File: config.mk
export PLATFORM = sky130hd
export DESIGN_NAME = div_32bit
export DESIGN_NICKNAME = d
export VERILOG_FILES = /design/src/rtl/div_32bit.sv
export SDC_FILE = /design/constraint.sdc
export NUM_CORES = 1
export LEC_CHECK = 0
export ABC_AREA = 1
export CAP_MARGIN = 15
export CORE_ASPECT_RATIO = 0.9
export CORE_UTILIZATION = 30
export CTS_BUF_LIST = sky130_fd_sc_hd__clkbuf_4
export DETAILED_ROUTE_END_ITERATION = 7
export GPL_TIMING_DRIVEN = 0
export PLACE_DENSITY = 0.53
export SKIP_CTS_REPAIR_TIMING = 1
export SLEW_MARGIN = 20
export SYNTH_ARGS = -nofsm -noshare
export SYNTH_HDL_FRONTEND = slang
export SYNTH_SLANG_ARGS = --single-unit
File: constraint.sdc
create_clock -name clk -period 21.9 [get_ports clk]
set_input_delay 2.19 -clock clk [delete_from_list [all_inputs] [get_ports clk]]
set_output_delay 2.19 -clock clk [all_outputs]
set_load 0.01 [all_outputs]
File: src/rtl/div_32bit.sv
// Sequential 32-bit restoring divider (signed/unsigned), one quotient bit per clock.
// The trial subtraction goes through a 32-bit ripple-carry adder fed with the inverted divisor.

module rca_32bit (
  input  logic [31:0] a_i,
  input  logic [31:0] b_i,
  input  logic        cin_i,
  output logic [31:0] sum_o,
  output logic        cout_o
);
  always_comb begin
    logic c;
    c = cin_i;
    for (int i = 0; i < 32; i++) begin
      sum_o[i] = a_i[i] ^ b_i[i] ^ c;
      c        = (a_i[i] & b_i[i]) | (c & (a_i[i] ^ b_i[i]));
    end
    cout_o = c;
  end
endmodule

module div_32bit (
  input  logic        clk,
  input  logic        rst_n,
  input  logic        start,
  input  logic        is_signed,
  input  logic [31:0] dividend,
  input  logic [31:0] divisor,
  output logic        busy,
  output logic        done,
  output logic [31:0] quotient,
  output logic [31:0] remainder,
  output logic        div_by_zero
);
  localparam logic [1:0] IDLE = 2'd0;
  localparam logic [1:0] CALC = 2'd1;
  localparam logic [1:0] FIX  = 2'd2;

  logic [1:0]  state_q, state_d;
  logic [32:0] rem_q, rem_d;     // partial remainder
  logic [31:0] dvd_q, dvd_d;     // dividend magnitude, becomes quotient as bits shift in
  logic [31:0] dsr_q, dsr_d;     // divisor magnitude
  logic [31:0] raw_q, raw_d;     // raw dividend, returned as remainder on divide-by-zero
  logic [4:0]  cnt_q, cnt_d;
  logic        neg_q_q, neg_q_d, neg_r_q, neg_r_d, dz_q, dz_d;
  logic [31:0] quot_q, quot_d, remo_q, remo_d;
  logic        done_q, done_d, dbz_q, dbz_d;

  logic [32:0] shifted;
  logic [31:0] diff;
  logic        cout, no_borrow;

  assign shifted = {rem_q[31:0], dvd_q[31]};

  rca_32bit u_rca (
    .a_i    (shifted[31:0]),
    .b_i    (~dsr_q),
    .cin_i  (1'b1),
    .sum_o  (diff),
    .cout_o (cout)
  );

  // Bit 32 of the shifted remainder set means it already exceeds any 32-bit divisor.
  assign no_borrow = shifted[32] | cout;

  // NOTE: every signal written here gets a default first so no latch is inferred.
  always_comb begin
    state_d = state_q;
    rem_d   = rem_q;
    dvd_d   = dvd_q;
    dsr_d   = dsr_q;
    raw_d   = raw_q;
    cnt_d   = cnt_q;
    neg_q_d = neg_q_q;
    neg_r_d = neg_r_q;
    dz_d    = dz_q;
    quot_d  = quot_q;
    remo_d  = remo_q;
    dbz_d   = dbz_q;
    done_d  = 1'b0;
    case (state_q)
      IDLE: begin
        if (start) begin
          dvd_d   = (is_signed && dividend[31]) ? -dividend : dividend;
          dsr_d   = (is_signed && divisor[31])  ? -divisor  : divisor;
          raw_d   = dividend;
          neg_q_d = is_signed && (dividend[31] ^ divisor[31]);
          neg_r_d = is_signed && dividend[31];
          dz_d    = (divisor == 32'd0);
          rem_d   = 33'd0;
          cnt_d   = 5'd0;
          state_d = CALC;
        end
      end
      CALC: begin
        rem_d = no_borrow ? {1'b0, diff} : shifted;
        dvd_d = {dvd_q[30:0], no_borrow};
        cnt_d = cnt_q + 5'd1;
        if (cnt_q == 5'd31) state_d = FIX;
      end
      FIX: begin
        if (dz_q) begin
          quot_d = 32'hFFFF_FFFF;
          remo_d = raw_q;
        end else begin
          quot_d = neg_q_q ? -dvd_q : dvd_q;
          remo_d = neg_r_q ? -rem_q[31:0] : rem_q[31:0];
        end
        dbz_d   = dz_q;
        done_d  = 1'b1;
        state_d = IDLE;
      end
      default: state_d = IDLE;
    endcase
  end

  // NOTE: sequential state uses non-blocking assignments so all registers update together.
  always_ff @(posedge clk or negedge rst_n) begin
    if (!rst_n) begin
      state_q <= IDLE;
      rem_q   <= 33'd0;
      dvd_q   <= 32'd0;
      dsr_q   <= 32'd0;
      raw_q   <= 32'd0;
      cnt_q   <= 5'd0;
      neg_q_q <= 1'b0;
      neg_r_q <= 1'b0;
      dz_q    <= 1'b0;
      quot_q  <= 32'd0;
      remo_q  <= 32'd0;
      dbz_q   <= 1'b0;
      done_q  <= 1'b0;
    end else begin
      state_q <= state_d;
      rem_q   <= rem_d;
      dvd_q   <= dvd_d;
      dsr_q   <= dsr_d;
      raw_q   <= raw_d;
      cnt_q   <= cnt_d;
      neg_q_q <= neg_q_d;
      neg_r_q <= neg_r_d;
      dz_q    <= dz_d;
      quot_q  <= quot_d;
      remo_q  <= remo_d;
      dbz_q   <= dbz_d;
      done_q  <= done_d;
    end
  end

  assign busy        = (state_q != IDLE);
  assign done        = done_q;
  assign quotient    = quot_q;
  assign remainder   = remo_q;
  assign div_by_zero = dbz_q;
endmodule
# --- After elaboration in Yosys (flattened, before gate mapping) ---
# Cells that the tools add are included.
op_classes:
  add_sub_neg: 5
  eq_ne: 5
  mux: 17
  reduce_logical: 10
  bitwise: 162
op_table:
  columns: ["operator", "n"]
  rows:
  - ["$mux 32", 9]
  - ["$neg 32->32", 4]
  - ["$pmux 32 s2", 2]
  - ["$xor 1x1->1", 64]
  - ["$and 1x1->1", 63]
  - ["$or 1x1->1", 33]
  - ["$logic_not 32->1", 1]
  - ["$not 32->32", 1]
  - ["$pmux 5 s2", 1]
  - ["$reduce_and 2->1", 3]
  - ["$add 5x1->5 const B", 1]
  - ["$eq 5x5->1 const B", 1]
  - ["$mux 5", 1]
  - ["$mux 2", 2]
  - ["$ne 2x2->1 const B", 2]
  - ["$pmux 2 s2", 1]
  - ["$reduce_bool 2->1", 2]
  - ["$logic_and 1x1->1", 3]
  - ["$eq 2x1->1 const B", 1]
  - ["$eq 2x2->1 const B", 1]
  - ["$logic_not 2->1", 1]
  - ["$mux 1", 1]
  - ["$not 1->1", 1]
totals:
  output_inout_bits: 67
  word_cells: 212
  regBits: 204

# --- Longest topological paths before layout ---
logic_depth:
  word_depth: 68
  ltp_mapped: 42
  mapped_depth_nobuf: 41

# --- Modules after synthesis ---
# A second synthesis with hierarchy kept.
hier_totals:
  hier_cells: 1728
  area_unflattened_um2: 12748.5
modules_own_cells:
  columns: ["module", "instances", "area_each_um2", "cells_each"]
  rows:
  - ["div_32bit", 1, 12070.3, 1686]
  - ["rca_32bit", 1, 678.2, 42]

# --- Worst setup path before layout ---
# Ideal clock, no wire load.
synth_path:
  path_type: "register to register"
  from: "register dvd_q[31]"
  to: "register rem_q[1]"
  setup_time_ps: 130
  synth_period_minus_slack_ps: 13108
  t_required_ps: 21770
  setup_slack_ps: 8792
  stages_incl_launch_ff: 42
  arrival_ps: 12978
  cell_sequence: "dfrtp_1 inv_1 ha_1 inv_1 fa_1 inv_1 fa_1 inv_1 fa_1 fa_1 fa_1 fa_1 fa_1 fa_1 fa_1 fa_1 fa_1 fa_1 [... 6 more ...] fa_1 fa_1 fa_1 fa_1 fa_1 fa_1 fa_1 fa_1 fa_1 fa_1 fa_1 fa_1 fa_1 nor2_1 inv_1 clkbuf_1 nor2_1 o22ai_1"
synth_between:
  elab_chain_cells: 67
  elab_cells_between_ends: 69
synth_lines:
  columns: ["element", "line", "text"]
  rows:
  - ["start, declared", "41", "logic [31:0] dvd_q, dvd_d;"]
  - ["start signal, assigned", "136", "dvd_q <= dvd_d;"]
  - ["$and 1x1->1 / $xor 1x1->1 (equally long branches)", "16", "c = (a_i[i] & b_i[i]) | (c & (a_i[i] ^ b_i[i]));"]
  - ["$or 1x1->1 (*)", "16", null]
  - ["$and 1x1->1", "16", null]
  - ["$or 1x1->1", "16", null]
  - ["$and 1x1->1", "16", null]
  - ["$or 1x1->1", "16", null]
  - ["$and 1x1->1", "16", null]
  - ["$or 1x1->1", "16", null]
  - ["[... 51 more ...]", null, null]
  - ["$or 1x1->1", "16", null]
  - ["$and 1x1->1", "16", null]
  - ["$or 1x1->1", "16", null]
  - ["$and 1x1->1", "16", null]
  - ["$or 1x1->1", "16", null]
  - ["$or 1x1->1", "64", "assign no_borrow = shifted[32] | cout;"]
  - ["$mux 32 (*)", "96", "rem_d = no_borrow ? {1'b0, diff} : shifted;"]
  - ["$pmux 32 s2 (*)", "81", "case (state_q)"]
  - ["end signal, assigned", "135", "rem_q <= rem_d;"]
  - ["end, declared", "40", "logic [32:0] rem_q, rem_d;"]
# Mark *: on every way between the ends. The rest lies on a longest branch, timed or not.
# A chain may end at the register's enable or synchronous reset.

# --- Final worst setup path ---
layout_path:
  from: "register dvd_q[31]"
  to: "register rem_q[28]"
layout_between:
  elab_chain_cells: 67
  elab_cells_between_ends: 69
layout_lines:
  columns: ["element", "line"]
  rows:
  - ["$and 1x1->1 / $xor 1x1->1 (equally long branches)", "16"]
  - ["$or 1x1->1 (*)", "16"]
  - ["$and 1x1->1 (*)", "16"]
  - ["$or 1x1->1 (*)", "16"]
  - ["$and 1x1->1 (*)", "16"]
  - ["$or 1x1->1 (*)", "16"]
  - ["$and 1x1->1 (*)", "16"]
  - ["$or 1x1->1 (*)", "16"]
  - ["[... 51 more ...]", null]
  - ["$or 1x1->1", "16"]
  - ["$and 1x1->1", "16"]
  - ["$or 1x1->1", "16"]
  - ["$and 1x1->1", "16"]
  - ["$or 1x1->1", "16"]
  - ["$or 1x1->1", "64"]
  - ["$mux 32 (*)", "96"]
  - ["$pmux 32 s2 (*)", "81"]
# Marked as above.

==> out/results.md <==
| Stage | Parameter | Reported |
|:---|:---|:---|
| die | Die Height | 196 um |
| cts | Cell at the root of the clock tree | clkbuf_4 |
| cts | Worst-skew pair later-pin latency | 750 ps |
| critical path | Largest fanout on the critical path | 10 |
| critical path | Library cell appearing most often on the critical path | fa_1 |
| route | 1st-pass router iterations | 5 |
| cts | Count of clock tree sinks | 204 |
| grt | Wire length of the first global-routing pass | 71400 um |
| placed design | Number of buffer cells added on primary ports | 134 |
| cts | Clock tree from TritonCTS | built |
| synthesis | Netlist cell types | 47 |
| synthesis | Portion of the post-synthesis area used by sequential elements | 40.6% |
| critical path | Top Family by Delay on Critical Path | adder cells |
| route | Vias per inst | 5.09 |
| synthesis | Multiplexer share of the synthesized area | 0% |
| timing | Final Slew Violations | 0 |
| timing | Fin crit period | 14580 ps |
| synthesis | Mean area per synthesized cell | 7.59 sq um |
| timing | Worst clock skew | 53.5 ps |
| power | Combinational power share | 49.5% |
| synthesis | Predominant post-synthesis flop cell | dfrtp_1 |
| synthesis | Area share of fa/ha/maj cells after synthesis | 5.63% |
| grt | Global Route Usage Sum | 21.9% |
| timing | Setup repair after global routing missed its margin | no |
| placed design | Routability cong. | 0.894 |
| synthesis | Synthesized flop and latch total | 204 |
| cts | H-tree lvl count | 2 |
| timing | Transition time at the pin with the least slew margin | 779 ps |
| finish | Area growth from synthesis to layout | 21.9% |
| timing | Slew HR | 47.8% |
| synthesis | Post-synthesis simple-gate area fraction | 29.8% |
| critical path | WP buf/inv | 5 |
| synthesis | Share of the synthesized area in compound gates (AO/OA/AOI/OAI) | 13.0% |
| critical path | CP max-delay cell | clkbuf_1 |
| die | Area inside the core boundary | 0.0410 sq mm |
| synthesis | Gate Count Post-Synth | 1659 |
| timing | Total negative setup slack | 0 ps |
| finish | Net count of the finished layout | 1963 |
| die | Initial core utilization | 30.7% |
| synthesis | Total number of yosys warnings | 0 |
| grt | Largest net degree at the start of global routing | 78 |
| synthesis | Number of enable-type register cells in the synthesized netlist | 0 |
| synthesis | Post-Synthesis Net Count | 1765 |
| critical path | Critical path arrival | 15200 ps |
| critical path | Worst R2R End | rem_q[28] |
| min path | Count of cells along the worst hold path | 2 |
| critical path | Required @ worst endpoint | 22510 ps |
| min path | Kind of path behind the tightest hold check | flip-flop to flip-flop |
| route | Antenna viol nets, final | 0 |
| critical path | Worst r2r src | dvd_q[31] |
| synthesis | Dominant combinational cell family by area after synthesis | simple AND/OR/NAND/NOR gates |
| critical path | Type of the worst setup path | flip-flop to flip-flop |
| grt | Total global routing overflow | 0 |
| power | Maximum ir drop on the vdd rail | 0.0442 mV |
| cts | Bufs on Longest Clock Path | 3 |
| cts | Clock buffer count from CTS | 60 |
| power | Switching share of power | 46.5% |
| timing | Final setup violation count | 0 |
| die | Die Area | 0.0428 sq mm |
| power | Power share of the sequential group | 33.4% |
| synthesis | Mapped Area | 0.0126 sq mm |
| power | Part of the power in the clock network | 17.1% |
| route | Detailed route wirelength on metal2 | 18700 um |
| route | Amount of wire on met3 after detailed routing | 3570 um |
| finish | Most common library cell in the layout ignoring fill and taps | nand2_1 |
| route | Drt total wl | 45900 um |
| route | Top metal layer carrying routed signals | met4 |
| route | Total number of vias | 12400 |
| route | Initial DRC Count | 1111 |
| status | Status | completed |
| cts | Clock input transition at the sequential cells of the worst setup and hold paths | 60 ps |
| power | Sw Pwr | 940 uW |
| power | Post-layout total power | 2.02 mW |
| die | Top-level port count | 135 |
| die | Die X | 218 um |
| route | Detailed-routing wirelength on met1 | 22700 um |
| placed design | Post-DP HPWL | 35600 um |
| power | Power density over cell area | 132 mW/mm^2 |
| synthesis | FFs w/ async S/R, synth | 100% |
| synthesis | XOR/XNOR Fraction of Synth Area | 2.58% |
| critical path | CP max stage delay | 630 ps |
| die | Row count | 70 |
| critical path | R2R setup slack | 7320 ps |
| finish | Highest-count cells in the layout ignoring fill and taps | nand2_1 (368), dfrtp_1 (204), nor2_1 (190), inv_1 (182), nand3_1 (167) |
| run | Max Cap Viol | 0 |
| finish | Share of post-route cells with drive strength above 1 | 10.5% |
| timing | Total count of hold-check failures in the final report | 0 |
| timing | Final period util | 66.6% |
| critical path | Setup crit start kind | flip-flop |
| route | Remaining routing DRC violations | 0 |
| timing | Maximum frequency from static timing analysis | 0.0686 GHz |
| grt | Via count of the first global-routing pass | 12100 |
| min path | Hold Crit Endpoint | dsr_q[26] |
| critical path | Worst Setup End Kind | flip-flop |
| power | Leakage dissipation | 7.02 nW |
| route | Wire length per cell after detailed routing | 18.9 um |
| power | Power Internal | 1.08 mW |
| critical path | Worst Reg-to-Reg Cells | 40 |
| min path | Hold Crit Start | dsr_q[26] |
| grt | Initial antenna violation count | 2 |
[sequential cells by signal (all words and copies together), names as in the netlist]
signal	count
done	1
state_q	2
cnt_q	5
quotient	32
raw_q	32
dvd_q	32
div_by_zero	1
dz_q	1
neg_r_q	1
remainder	32
dsr_q	32
neg_q_q	1
rem_q	32
[cell type report]
class	count	area (sq um)
tap	540	676
fill	4360	25600
timing repair buffer	136	1400
clock buffer	84	631
buffer	67	324
multi-input combinational	1194	6420
antenna	1	2.50
sequential	204	5100
clock inverter	13	48.8
inverter	194	732
[worst register-to-register path: cells and delay by family (launching register included)]
family / cells / cell delay, ps
simple gates: 1 / 620
fa+ha+maj: 32 / 12010
flops: 1 / 440
buf+inv: 5 / 1000
compound gates: 2 / 420
[per-layer routing]
| layer | global-route usage [%] | vias up |
|---|---|---|
| met5 | 0 | - |
| met4 | 5.96 | 0 |
| met3 | 3.89 | 64 |
| met2 | 30.9 | 439 |
| met1 | 33.6 | 6010 |
| li1 | - | 5882 |
[cells by family after synthesis]
kind of cell / after synthesis
and+or+nand+nor: 842
DFF: 204
adders and majority gates: 38
buffers and inverters: 261
xor gates and xnor gates: 37
AOI/OAI and AO/OA: 277
[how the worst max path moves through the flow]
stage	startpoint	to	cells after the start
3_3_place_gp	dvd_q[31]	rem_q[28]	40
5_1_grt	dvd_q[31]	rem_q[28]	40
6_report	dvd_q[31]	rem_q[28]	40
3_5_place_dp	dvd_q[31]	rem_q[28]	40
2_1_floorplan	dvd_q[31]	rem_q[1]	41
4_1_cts	dvd_q[31]	rem_q[28]	40
[metrics by stage]
step	hold WS [ps]	instances	util, %	setup WS (ps)	instance area, sq um
final	474	2433	37.4	7320	15300
after global routing	504	2433	37.4	6820	15300
after CTS	482	2432	37.4	7380	15300
after detailed placement	466	2335	35.8	7430	14700
after global placement	458	2333	35.6	7580	14600
after floorplan	449	1659	-	8790	12600
[power by group through the flow]
stage / combinational, mW / sequential [mW] / clock, mW
after floorplan: 0.692 / 0.640 / 0
after detailed placement: 0.993 / 0.681 / 0
after global placement: 0.980 / 0.680 / 0
final: 1.00 / 0.676 / 0.346
after global routing: 1.15 / 0.698 / 0.378
after CTS: 1.00 / 0.675 / 0.358
[cell usage after synthesis, types with 8 or more instances]
master	n	share of area [%]
xor2_1	34	2.4
nor2_1	190	5.7
a22oi_1	28	1.7
nand2_1	368	11
inv_1	182	5.4
inv_2	10	0.30
o211ai_1	8	0.48
dfrtp_1	204	41
a21oi_1	27	1.1
o21ai_0	129	5.1
nand4_1	41	2.0
buf_4	8	0.48
buf_2	34	1.4
o22ai_1	41	2.0
fa_1	31	4.9
nor2_2	15	0.75
clkbuf_1	24	0.72
o21ai_1	10	0.40
nor3_1	13	0.52
o21bai_1	9	0.54
nand2_2	11	0.55
nand3_1	167	6.6
or2_2	11	0.55
Power figures use the tool's default switching activity.
